--- src/rtl/alu_shift_sequencer_pkg.sv ---
// Shared ALU definitions: control codes, shift-op encodings and sequencer states.
// Also consumed by the ALU and the ALU control decoder.
package alu_defs;

    localparam logic [3:0] ALU_ADD  = 4'h0;
    localparam logic [3:0] ALU_SUB  = 4'h1;
    localparam logic [3:0] ALU_AND  = 4'h2;
    localparam logic [3:0] ALU_OR   = 4'h3;
    localparam logic [3:0] ALU_XOR  = 4'h4;
    localparam logic [3:0] ALU_SLL  = 4'h5;
    localparam logic [3:0] ALU_SRL  = 4'h6;
    localparam logic [3:0] ALU_SRA  = 4'h7;
    localparam logic [3:0] ALU_SLT  = 4'h8;
    localparam logic [3:0] ALU_SLTU = 4'h9;
    localparam logic [3:0] ALU_PASS = 4'hA;

    localparam logic [1:0] OP_SLL = 2'b00;
    localparam logic [1:0] OP_SRL = 2'b01;
    localparam logic [1:0] OP_SRA = 2'b10;
    localparam logic [1:0] OP_RSV = 2'b11;

    typedef enum logic [1:0] {
        ST_IDLE  = 2'b00,
        ST_SHIFT = 2'b01,
        ST_DONE  = 2'b10
    } state_t;

    function automatic logic [3:0] shift_code(input logic [1:0] op);
        case (op)
            OP_SLL:  shift_code = ALU_SLL;
            OP_SRL:  shift_code = ALU_SRL;
            OP_SRA:  shift_code = ALU_SRA;
            default: shift_code = ALU_PASS;
        endcase
    endfunction

endpackage

--- src/rtl/alu_shift_sequencer_counter.sv ---
// Loadable down-counter tracking the remaining single-bit shift steps.
// Never decrements below zero; last flags the final iteration.
module shift_counter #(
    parameter int SHW = 5
) (
    input  logic           clk,
    input  logic           rst,
    input  logic           load,
    input  logic [SHW-1:0] load_val,
    input  logic           dec,
    output logic           last
);

    logic [SHW-1:0] cnt_r;

    // count register: load wins over decrement
    always_ff @(posedge clk) begin
        if (rst) begin
            cnt_r <= '0;
        end else if (load) begin
            cnt_r <= load_val;
        end else if (dec && (cnt_r != '0)) begin
            cnt_r <= cnt_r - SHW'(1);
        end else begin
            cnt_r <= cnt_r;
        end
    end

    assign last = (cnt_r == SHW'(1));

endmodule

--- src/rtl/alu_shift_sequencer.sv ---
// Multi-cycle shift sequencer: drives a single-bit-shift ALU once per cycle,
// accumulating its output until the full shift amount has been applied.
module alu_shift_sequencer
    import alu_defs::*;
#(
    parameter int n   = 32,
    parameter int SHW = 5
) (
    input  logic           clk,
    input  logic           rst,
    input  logic           start,
    input  logic [1:0]     op,
    input  logic [n-1:0]   operand,
    input  logic [SHW-1:0] shamt,
    output logic [n-1:0]   alu_a,
    output logic [3:0]     alu_control,
    output logic           alu_sel,
    input  logic [n-1:0]   alu_result,
    output logic           busy,
    output logic           stall,
    output logic           done,
    output logic [n-1:0]   result
);

    state_t       state_r, state_s;
    logic         accept_s, shift_go_s, last_s;
    logic [1:0]   op_q_r, op_next_s;
    logic [n-1:0] acc_r;

    shift_counter #(.SHW(SHW)) u_cnt (
        .clk      (clk),
        .rst      (rst),
        .load     (accept_s),
        .load_val (shamt),
        .dec      (state_r == ST_SHIFT),
        .last     (last_s)
    );

    // next-state and accept decode
    always_comb begin
        state_s    = state_r;
        accept_s   = 1'b0;
        shift_go_s = 1'b0;
        op_next_s  = op_q_r;
        case (state_r)
            ST_IDLE, ST_DONE: begin
                if (start) begin
                    accept_s  = 1'b1;
                    op_next_s = op;
                    if ((shamt != '0) && (op != OP_RSV)) begin
                        shift_go_s = 1'b1;
                        state_s    = ST_SHIFT;
                    end else begin
                        state_s = ST_DONE;
                    end
                end else begin
                    state_s = ST_IDLE;
                end
            end
            ST_SHIFT: begin
                if (last_s) begin
                    state_s = ST_DONE;
                end else begin
                    state_s = ST_SHIFT;
                end
            end
            default: state_s = ST_IDLE;
        endcase
    end

    // state register
    always_ff @(posedge clk) begin
        if (rst) begin
            state_r <= ST_IDLE;
        end else begin
            state_r <= state_s;
        end
    end

    // accumulator, result and registered status outputs
    always_ff @(posedge clk) begin
        if (rst) begin
            acc_r       <= '0;
            op_q_r      <= OP_SLL;
            result      <= '0;
            busy        <= 1'b0;
            alu_sel     <= 1'b0;
            done        <= 1'b0;
            alu_control <= ALU_PASS;
        end else begin
            if (accept_s) begin
                acc_r  <= operand;
                op_q_r <= op;
                if (!shift_go_s) begin
                    result <= operand;
                end else begin
                    result <= result;
                end
            end else if (state_r == ST_SHIFT) begin
                acc_r <= alu_result;
                if (last_s) begin
                    result <= alu_result;
                end else begin
                    result <= result;
                end
            end else begin
                acc_r <= acc_r;
            end
            busy        <= (state_s == ST_SHIFT);
            alu_sel     <= (state_s == ST_SHIFT);
            done        <= (state_s == ST_DONE);
            alu_control <= (state_s == ST_SHIFT) ? shift_code(op_next_s) : ALU_PASS;
        end
    end

    assign alu_a = acc_r;
    assign stall = (start && ((state_r == ST_IDLE) || (state_r == ST_DONE)))
                   || (state_r == ST_SHIFT);

endmodule

--- config.mk ---
export PLATFORM = sky130hd
export DESIGN_NAME = alu_shift_sequencer
export DESIGN_NICKNAME = d
export VERILOG_FILES = /design/src/rtl/alu_shift_sequencer_pkg.sv /design/src/rtl/alu_shift_sequencer_counter.sv /design/src/rtl/alu_shift_sequencer.sv
export SDC_FILE = /design/constraint.sdc
export NUM_CORES = 1
export LEC_CHECK = 0
export CAP_MARGIN = 20
export CORE_UTILIZATION = 42
export DETAILED_ROUTE_END_ITERATION = 7
export PLACE_DENSITY = 0.8
export SYNTH_ARGS = -nofsm -noshare
export SYNTH_HDL_FRONTEND = slang
export SYNTH_SLANG_ARGS = --single-unit
--- constraint.sdc ---
create_clock -name clk -period 2.29 [get_ports clk]
set_input_delay 0.458 -clock clk [delete_from_list [all_inputs] [get_ports clk]]
set_output_delay 0.458 -clock clk [all_outputs]
set_load 0.02 [all_outputs]
==> results of run 1 <==
per-stage QoR:
stage,cell area (sq um),total power [mW],hold slack [ps]
after floorplan,3289,2.201,489.0
after global placement,4835,2.647,449.6
after detailed placement,4835,2.672,449.1
after CTS,5066,3.889,460.5
after global routing,5066,4.035,475.5
final,5066,3.863,460.0
critical path: cells and delay by family:
kind,cells,cell delay (ps)
buf+inv,2,890
compound gates,1,150
simple gates,1,100
power by group through the flow:
stage / clock, mW / sequential, mW / combinational, mW
3_3_place_gp: 0 / 1.60 / 1.04
2_1_floorplan: 0 / 1.74 / 0.459
3_5_place_dp: 0 / 1.61 / 1.06
6_report: 1.22 / 1.58 / 1.06
4_1_cts: 1.24 / 1.58 / 1.07
5_1_grt: 1.31 / 1.60 / 1.13
cell usage after synthesis, types with 2 or more instances:
master                     count  area (sq um)
sky130_fd_sc_hd__a211oi_1      2         15.01
sky130_fd_sc_hd__a21oi_1       6         30.03
sky130_fd_sc_hd__a221oi_2     32         480.5
sky130_fd_sc_hd__a31oi_1       2         12.51
sky130_fd_sc_hd__and2_1        2         12.51
sky130_fd_sc_hd__buf_1         3         11.26
sky130_fd_sc_hd__buf_12        3         60.06
sky130_fd_sc_hd__buf_4         2         15.01
sky130_fd_sc_hd__buf_6         5         56.30
sky130_fd_sc_hd__clkbuf_1     14         52.55
sky130_fd_sc_hd__dfxtp_1      79          1582
sky130_fd_sc_hd__ha_1          3         37.54
sky130_fd_sc_hd__inv_1        37         138.9
sky130_fd_sc_hd__mux2i_1       4         40.04
sky130_fd_sc_hd__nand2_1       5         18.77
sky130_fd_sc_hd__nand3b_1      2         15.01
sky130_fd_sc_hd__nor2_1       43         161.4
sky130_fd_sc_hd__nor3_1       32         160.2
sky130_fd_sc_hd__o22ai_1      32         200.2
metal layers:
layer / track usage (%) / routed length [um] / part of all wire (%) / vias to the layer above
met5: 0 / 0 / 0 / -
met4: 10.89 / 229 / 2.5 / 0
met3: 5.219 / 510 / 5.6 / 20
met2: 39.96 / 4610 / 50 / 105
met1: 26.02 / 3807 / 42 / 1399
li1: - / - / - / 1460
cell families after synthesis:
family | share of synthesized area (%)
adder cells (fa/ha/maj) | 1.141
XOR/XNOR | 0.2663
AND/OR/NAND/NOR | 13.35
multiplexers | 1.560
buffers and inverters | 10.31
AO/OA/AOI/OAI | 25.29
flip-flops | 48.08
state kept, by name, indices dropped and copies added (netlist names):
register / count
alu_a: 32
alu_control: 4
busy: 1
done: 1
op_q_r: 2
result: 32
state_r: 2
u_cnt.cnt_r: 5
final timing paths:
kind	from	endpoint	slack (ps)	depth (start not counted)
setup / recovery	start	stall	230	4
setup reg to reg	u_cnt.cnt_r[1]$_SDFFE_PP0P_	result[1]$_SDFFE_PP0P_	410	7
hold reg to reg	result[29]$_SDFFE_PP0P_	result[29]$_SDFFE_PP0P_	460	2
hold / removal	result[29]$_SDFFE_PP0P_	result[29]$_SDFFE_PP0P_	460	2
final cells by class:
type,instances,area (sq um),share of cell area (%)
repair buffers,157,1598,31.54
flip-flops and latches,79,1582,31.22
multi-input cells,185,1391,27.46
inverters,37,138.9,2.741
clock buffers,10,137.6,2.717
well taps,99,123.9,2.445
clock inverters,4,95.09,1.877
repair_timing:
| action | CTS | global route |
|---|---|---|
| setup buffers | 0 | 0 |
| endpoints found under the hold margin | 0 | 0 |
| gates resized for setup | 1 | 0 |
| setup endpoints to repair | 1 | 0 |
==> impl_summary.log, run 1 <==
[metrics] register clock-pin slew on the reported worst setup and hold paths: about 70 ps
[metrics] relative area change from synthesis to final layout: 54.01%
[metrics] Placed Cells: 557
[metrics] crit share post-route: between 80% and 90%
[metrics] slowest cell on the critical path: sky130_fd_sc_hd__clkdlybuf4s50_1
[metrics] area enclosed by the die boundary: just over 8000 sq um
[metrics] asr flop ratio synth: 0%
[metrics] type of the tightest min-delay check: reg -> reg
[metrics] Antenna Violating Nets Remaining: 0
[metrics] average instance area after synthesis: approximately 10 sq um
[metrics] initial detailed-routing violation count: 100
[metrics] CP required: between 1500 and 2000 ps
[metrics] Setup-failing EPs final: 0
[metrics] Clk Tree Root Cell: sky130_fd_sc_hd__clkbuf_8
[metrics] Max Fanout on Critical Path: 3
[metrics] sum of negative setup slack: 0 ps
[metrics] top library cells by usage in the layout, fill and taps aside: 143 x sky130_fd_sc_hd__clkdlybuf4s50_1, 79 x sky130_fd_sc_hd__dfxtp_1, 43 x sky130_fd_sc_hd__nor2_1
[metrics] cell leakage power: around 1.8 nW
[metrics] sequential share of power: about two fifths
[metrics] Worst Skew: just under 5 ps
[metrics] headroom to the max-slew limit: between 70% and 80%
[metrics] unrepaired setup endpoints after global routing: false
[metrics] critical path capture point type: output pin
[metrics] area of the core: between 7000 and 8000 sq um
[metrics] minimum setup slack in the final design: around 230 ps
[metrics] detailed-route DRC error count: 0
[metrics] Die X-Extent: between 90 and 100 um
[metrics] Synthesis Warnings: 0
[metrics] synthesized area: around 3300 sq um
[metrics] total wirelength of the detailed-routed design: ~9000 um
[metrics] number of clock buffers inserted by TritonCTS: 9
[metrics] global router's overall resource usage: 22.80%
[metrics] Filler cells: 582
[metrics] maximum vdd ir drop: around 440 uV
[metrics] routed len/inst: ~16 um
[metrics] via count normalized by instance count: ~5.2
[metrics] final instance count without filler cells: 571
[metrics] post-synthesis sequential element count: 79
[metrics] Util after Layout: roughly 68%
[metrics] GR Overflow Total: 0
[metrics] clock network latency to the later pin of the worst-skew pair: about 340 ps
[metrics] distinct cell type count after synthesis: 40
[metrics] Starting Density: between 40% and 50%
[metrics] antenna fix cells: 0
[metrics] count of pins over their slew limit: 0
[metrics] maximum clock frequency: slightly below 500 MHz
[metrics] IO Pins: approximately 150
[metrics] crit-path max cell delay: roughly 530 ps
[metrics] worst slack at placement: -30.89 ps
[metrics] total via count in the routed design: slightly below 3000
[metrics] hold_buf cts: 0
[metrics] min Tclk post-route: around 2100 ps
[metrics] wire length of the first global-routing pass: between 10000 and 15000 um
[metrics] pin count of the biggest net entering global routing: 73
[metrics] number of endpoints with negative hold slack in the final report: 0
[metrics] switching share of power: approximately 29%
[metrics] vias in the first global route: 3074
[metrics] antenna violations before repair: 0
[metrics] most frequent standard cell in the layout excluding fill and tap cells: sky130_fd_sc_hd__clkdlybuf4s50_1
[metrics] dominant register cell in the synthesized netlist: sky130_fd_sc_hd__dfxtp_1
[metrics] internal power: 2.755 mW
[metrics] CP arrival: about 1600 ps
[metrics] PortBufs: between 100 and 150
[metrics] type of the setup path with the least slack: in -> out
[metrics] count of H-tree levels built during CTS: 3
[metrics] routability congestion estimate: 0.7939
[metrics] number of violations of the max-capacitance limit: 0
[metrics] net count after synthesis: approximately 400
[metrics] actual slew at the worst max-slew pin: 418.9 ps
[metrics] part of the power in combinational logic: 27.4%
[metrics] sequential element share of the synthesized area: 48.08%
[metrics] ordered list of cells on the worst path: clkdlybuf4s50_1 > nor2_1 > a21oi_4 > dlygate4sd2_1
[metrics] die boundary height: ~90 um
[metrics] TritonCTS clock tree: built
[metrics] Final nets: about 550
[metrics] category of the worst setup path launch point: primary input
[metrics] Post-synth EDFFs: 0
[metrics] post-synthesis instance total: 329
[metrics] row count: 31
[metrics] post-detail-place hpwl: about 6500 um
[metrics] Max Root-Sink Buffers: 2
[metrics] status: complete, no violations
[metrics] Sinks on Clock Net: 79
[metrics] fraction of layout instances using a drive strength above 1: between 10% and 20%
[metrics] power per cell area: roughly 760 nW/um^2
[metrics] TritonRoute pass-1 iters: 4
[metrics] Clk network pwr share: a little under a third
[metrics] net switching component of the power: between 1 and 1.5 mW
No activity file was read; power rests on OpenSTA's default activity.
==> run 2: changes to the inputs <==
Settings changed: CELL_PAD_IN_SITES_DETAIL_PLACEMENT set to 0, CELL_PAD_IN_SITES_GLOBAL_PLACEMENT set to 1, CORE_UTILIZATION 42 to 31, PLACE_DENSITY 0.8 to unset, PLACE_DENSITY_LB_ADDON set to 0.1.
==> run 2 against run 1 <==
Final cell count is 7.0% higher. Sequential power about the same. Core utilization fell by 19 points. Maximum frequency grew 3.9%. Setup slack improved by 78 ps. Largest power group unchanged.
==> impl_summary.log, run 2 (synthesized netlist as in run 1, its figures left out) <==
[metrics] via count normalized by instance count: between 4 and 5
[metrics] register clock-pin slew on the reported worst setup and hold paths: about 80 ps
[metrics] number of clock buffers inserted by TritonCTS: 9
[metrics] Sinks on Clock Net: 79
[metrics] global router's overall resource usage: around 17%
[metrics] cell leakage power: 1.787 nW
[metrics] Worst Skew: around 9.0 ps
[metrics] critical path capture point type: output pin
[metrics] uppermost signal routing layer after detailed routing: met4
[metrics] most frequent standard cell in the layout excluding fill and tap cells: sky130_fd_sc_hd__clkdlybuf4s50_1
[metrics] clock network latency to the later pin of the worst-skew pair: between 300 and 400 ps
[metrics] antenna fix cells: 0
[metrics] initial detailed-routing violation count: 76
[metrics] category of the worst setup path launch point: primary input
[metrics] type of the setup path with the least slack: in -> out
[metrics] post-detail-place hpwl: 6525 um
[metrics] top library cells by usage in the layout, fill and taps aside: 143 x sky130_fd_sc_hd__clkdlybuf4s50_1, 79 x sky130_fd_sc_hd__dfxtp_1, 43 x sky130_fd_sc_hd__nor2_1
[metrics] Clk Tree Root Cell: sky130_fd_sc_hd__clkbuf_8
[metrics] CP arrival: roughly 1500 ps
[metrics] pin count of the biggest net entering global routing: 56
[metrics] Antenna Violating Nets Remaining: 0
[metrics] buffers inserted during post-CTS setup optimization: 0
[metrics] quantity of gates resized following cts: 1
[metrics] antenna violations before repair: 0
[metrics] GR Overflow Total: 0
[metrics] type of the tightest min-delay check: reg -> reg
[metrics] count of pins over their slew limit: 0
[metrics] fraction of layout instances using a drive strength above 1: approximately 16%
[metrics] crit share post-route: 86.40%
[metrics] number of violations of the max-capacitance limit: 0
[metrics] Final nets: 547
[metrics] actual slew at the worst max-slew pin: between 400 and 500 ps
[metrics] vias in the first global route: roughly 2900
[metrics] overall power of the completed layout: 3.676 mW
[metrics] sum of negative setup slack: 0 ps
[metrics] headroom to the max-slew limit: around 73%
[metrics] hold_buf cts: 0
[metrics] Max Fanout on Critical Path: 3
[metrics] PortBufs: between 100 and 150
[metrics] Starting Density: between 30% and 40%
[metrics] Die X-Extent: ~110 um
[metrics] CP required: ~1800 ps
[metrics] total via count in the routed design: ~3000
[metrics] metal3 WL: 674 um
[metrics] area enclosed by the die boundary: roughly 11000 sq um
[metrics] IO Pins: around 150
[metrics] Setup-failing EPs final: 0
[metrics] TritonRoute pass-1 iters: 4
[metrics] die boundary height: ~110 um
[metrics] detailed-route DRC error count: 0
[metrics] status: complete, no violations
[metrics] wire length of the first global-routing pass: between 10000 and 15000 um
[metrics] number of endpoints with negative hold slack in the final report: 0
[metrics] row count: 37
[metrics] unrepaired setup endpoints after global routing: false
[metrics] power per cell area: 724.3 nW/um^2
[metrics] routability congestion estimate: roughly 0.77
[metrics] maximum clock frequency: 505.4 MHz
[metrics] min Tclk post-route: ~2000 ps
[metrics] total wirelength of the detailed-routed design: a little over 9000 um
[metrics] Max Root-Sink Buffers: 2
[metrics] WL met2: roughly 4300 um
[metrics] routed len/inst: around 15 um
[metrics] TritonCTS clock tree: built
[metrics] area of the core: roughly 10000 sq um
[metrics] count of H-tree levels built during CTS: 3
[metrics] sum of routed wire segments on met1: 4189 um
[metrics] maximum vdd ir drop: 337.6 uV
[metrics] minimum setup slack among reg-to-reg paths: ~460 ps
[metrics] Filler cells: 962
[metrics] relative area change from synthesis to final layout: 54.28%
run 2: layout make-up:
| cell class | count | area (sq um) | share of cell area [%] |
|---|---|---|---|
| inverter | 37 | 138.9 | 2.737 |
| sequential | 79 | 1582 | 31.16 |
| multi-input combinational | 185 | 1391 | 27.42 |
| timing repair buffer | 158 | 1595 | 31.43 |
| tap | 136 | 170.2 | 3.353 |
| clock buffer | 10 | 137.6 | 2.712 |
| clock inverter | 6 | 60.06 | 1.183 |
run 2: power by group:
part | internal, mW | switching [mW] | total [mW]
registers | 1.50 | 0.0703 | 1.57
logic | 0.506 | 0.549 | 1.06
clock network | 0.528 | 0.518 | 1.05
run 2: critical path: stages:
cell,delay (ps)
sky130_fd_sc_hd__clkdlybuf4s50_1,500
sky130_fd_sc_hd__nor2_1,80
sky130_fd_sc_hd__a21oi_4,130
sky130_fd_sc_hd__dlygate4sd2_1,350
run 2: final timing paths:
| kind | from | endpoint | cells past startpoint |
|---|---|---|---|
| worst max-delay path | start | stall | 4 |
| worst min-delay path | result[24]$_SDFFE_PP0P_ | result[24]$_SDFFE_PP0P_ | 2 |
| worst max register to register | u_cnt.cnt_r[1]$_SDFFE_PP0P_ | result[3]$_SDFFE_PP0P_ | 7 |
| worst min register to register | result[24]$_SDFFE_PP0P_ | result[24]$_SDFFE_PP0P_ | 2 |
run 2: metrics by stage:
stage | util [%] | instance area [sq um] | hold WS [ps] | worst slack [ps] | instances
2_1_floorplan | - | 3289 | 489.0 | 522.0 | 329
3_3_place_gp | 47.25 | 4878 | 449.1 | 24.34 | 595
3_5_place_dp | 47.25 | 4878 | 450.6 | 6.887 | 595
4_1_cts | 49.16 | 5075 | 447.6 | 273.9 | 611
5_1_grt | 49.16 | 5075 | 467.9 | 238.8 | 611
6_report | 49.16 | 5075 | 464.3 | 311.4 | 611
run 2: routing by layer:
| metal | global-route usage (%) | vias to the layer above |
|---|---|---|
| met5 | 0 | - |
| met1 | 20.75 | 1351 |
| met3 | 5.989 | 13 |
| met2 | 28.90 | 92 |
| met4 | 6.640 | 0 |
| li1 | - | 1459 |
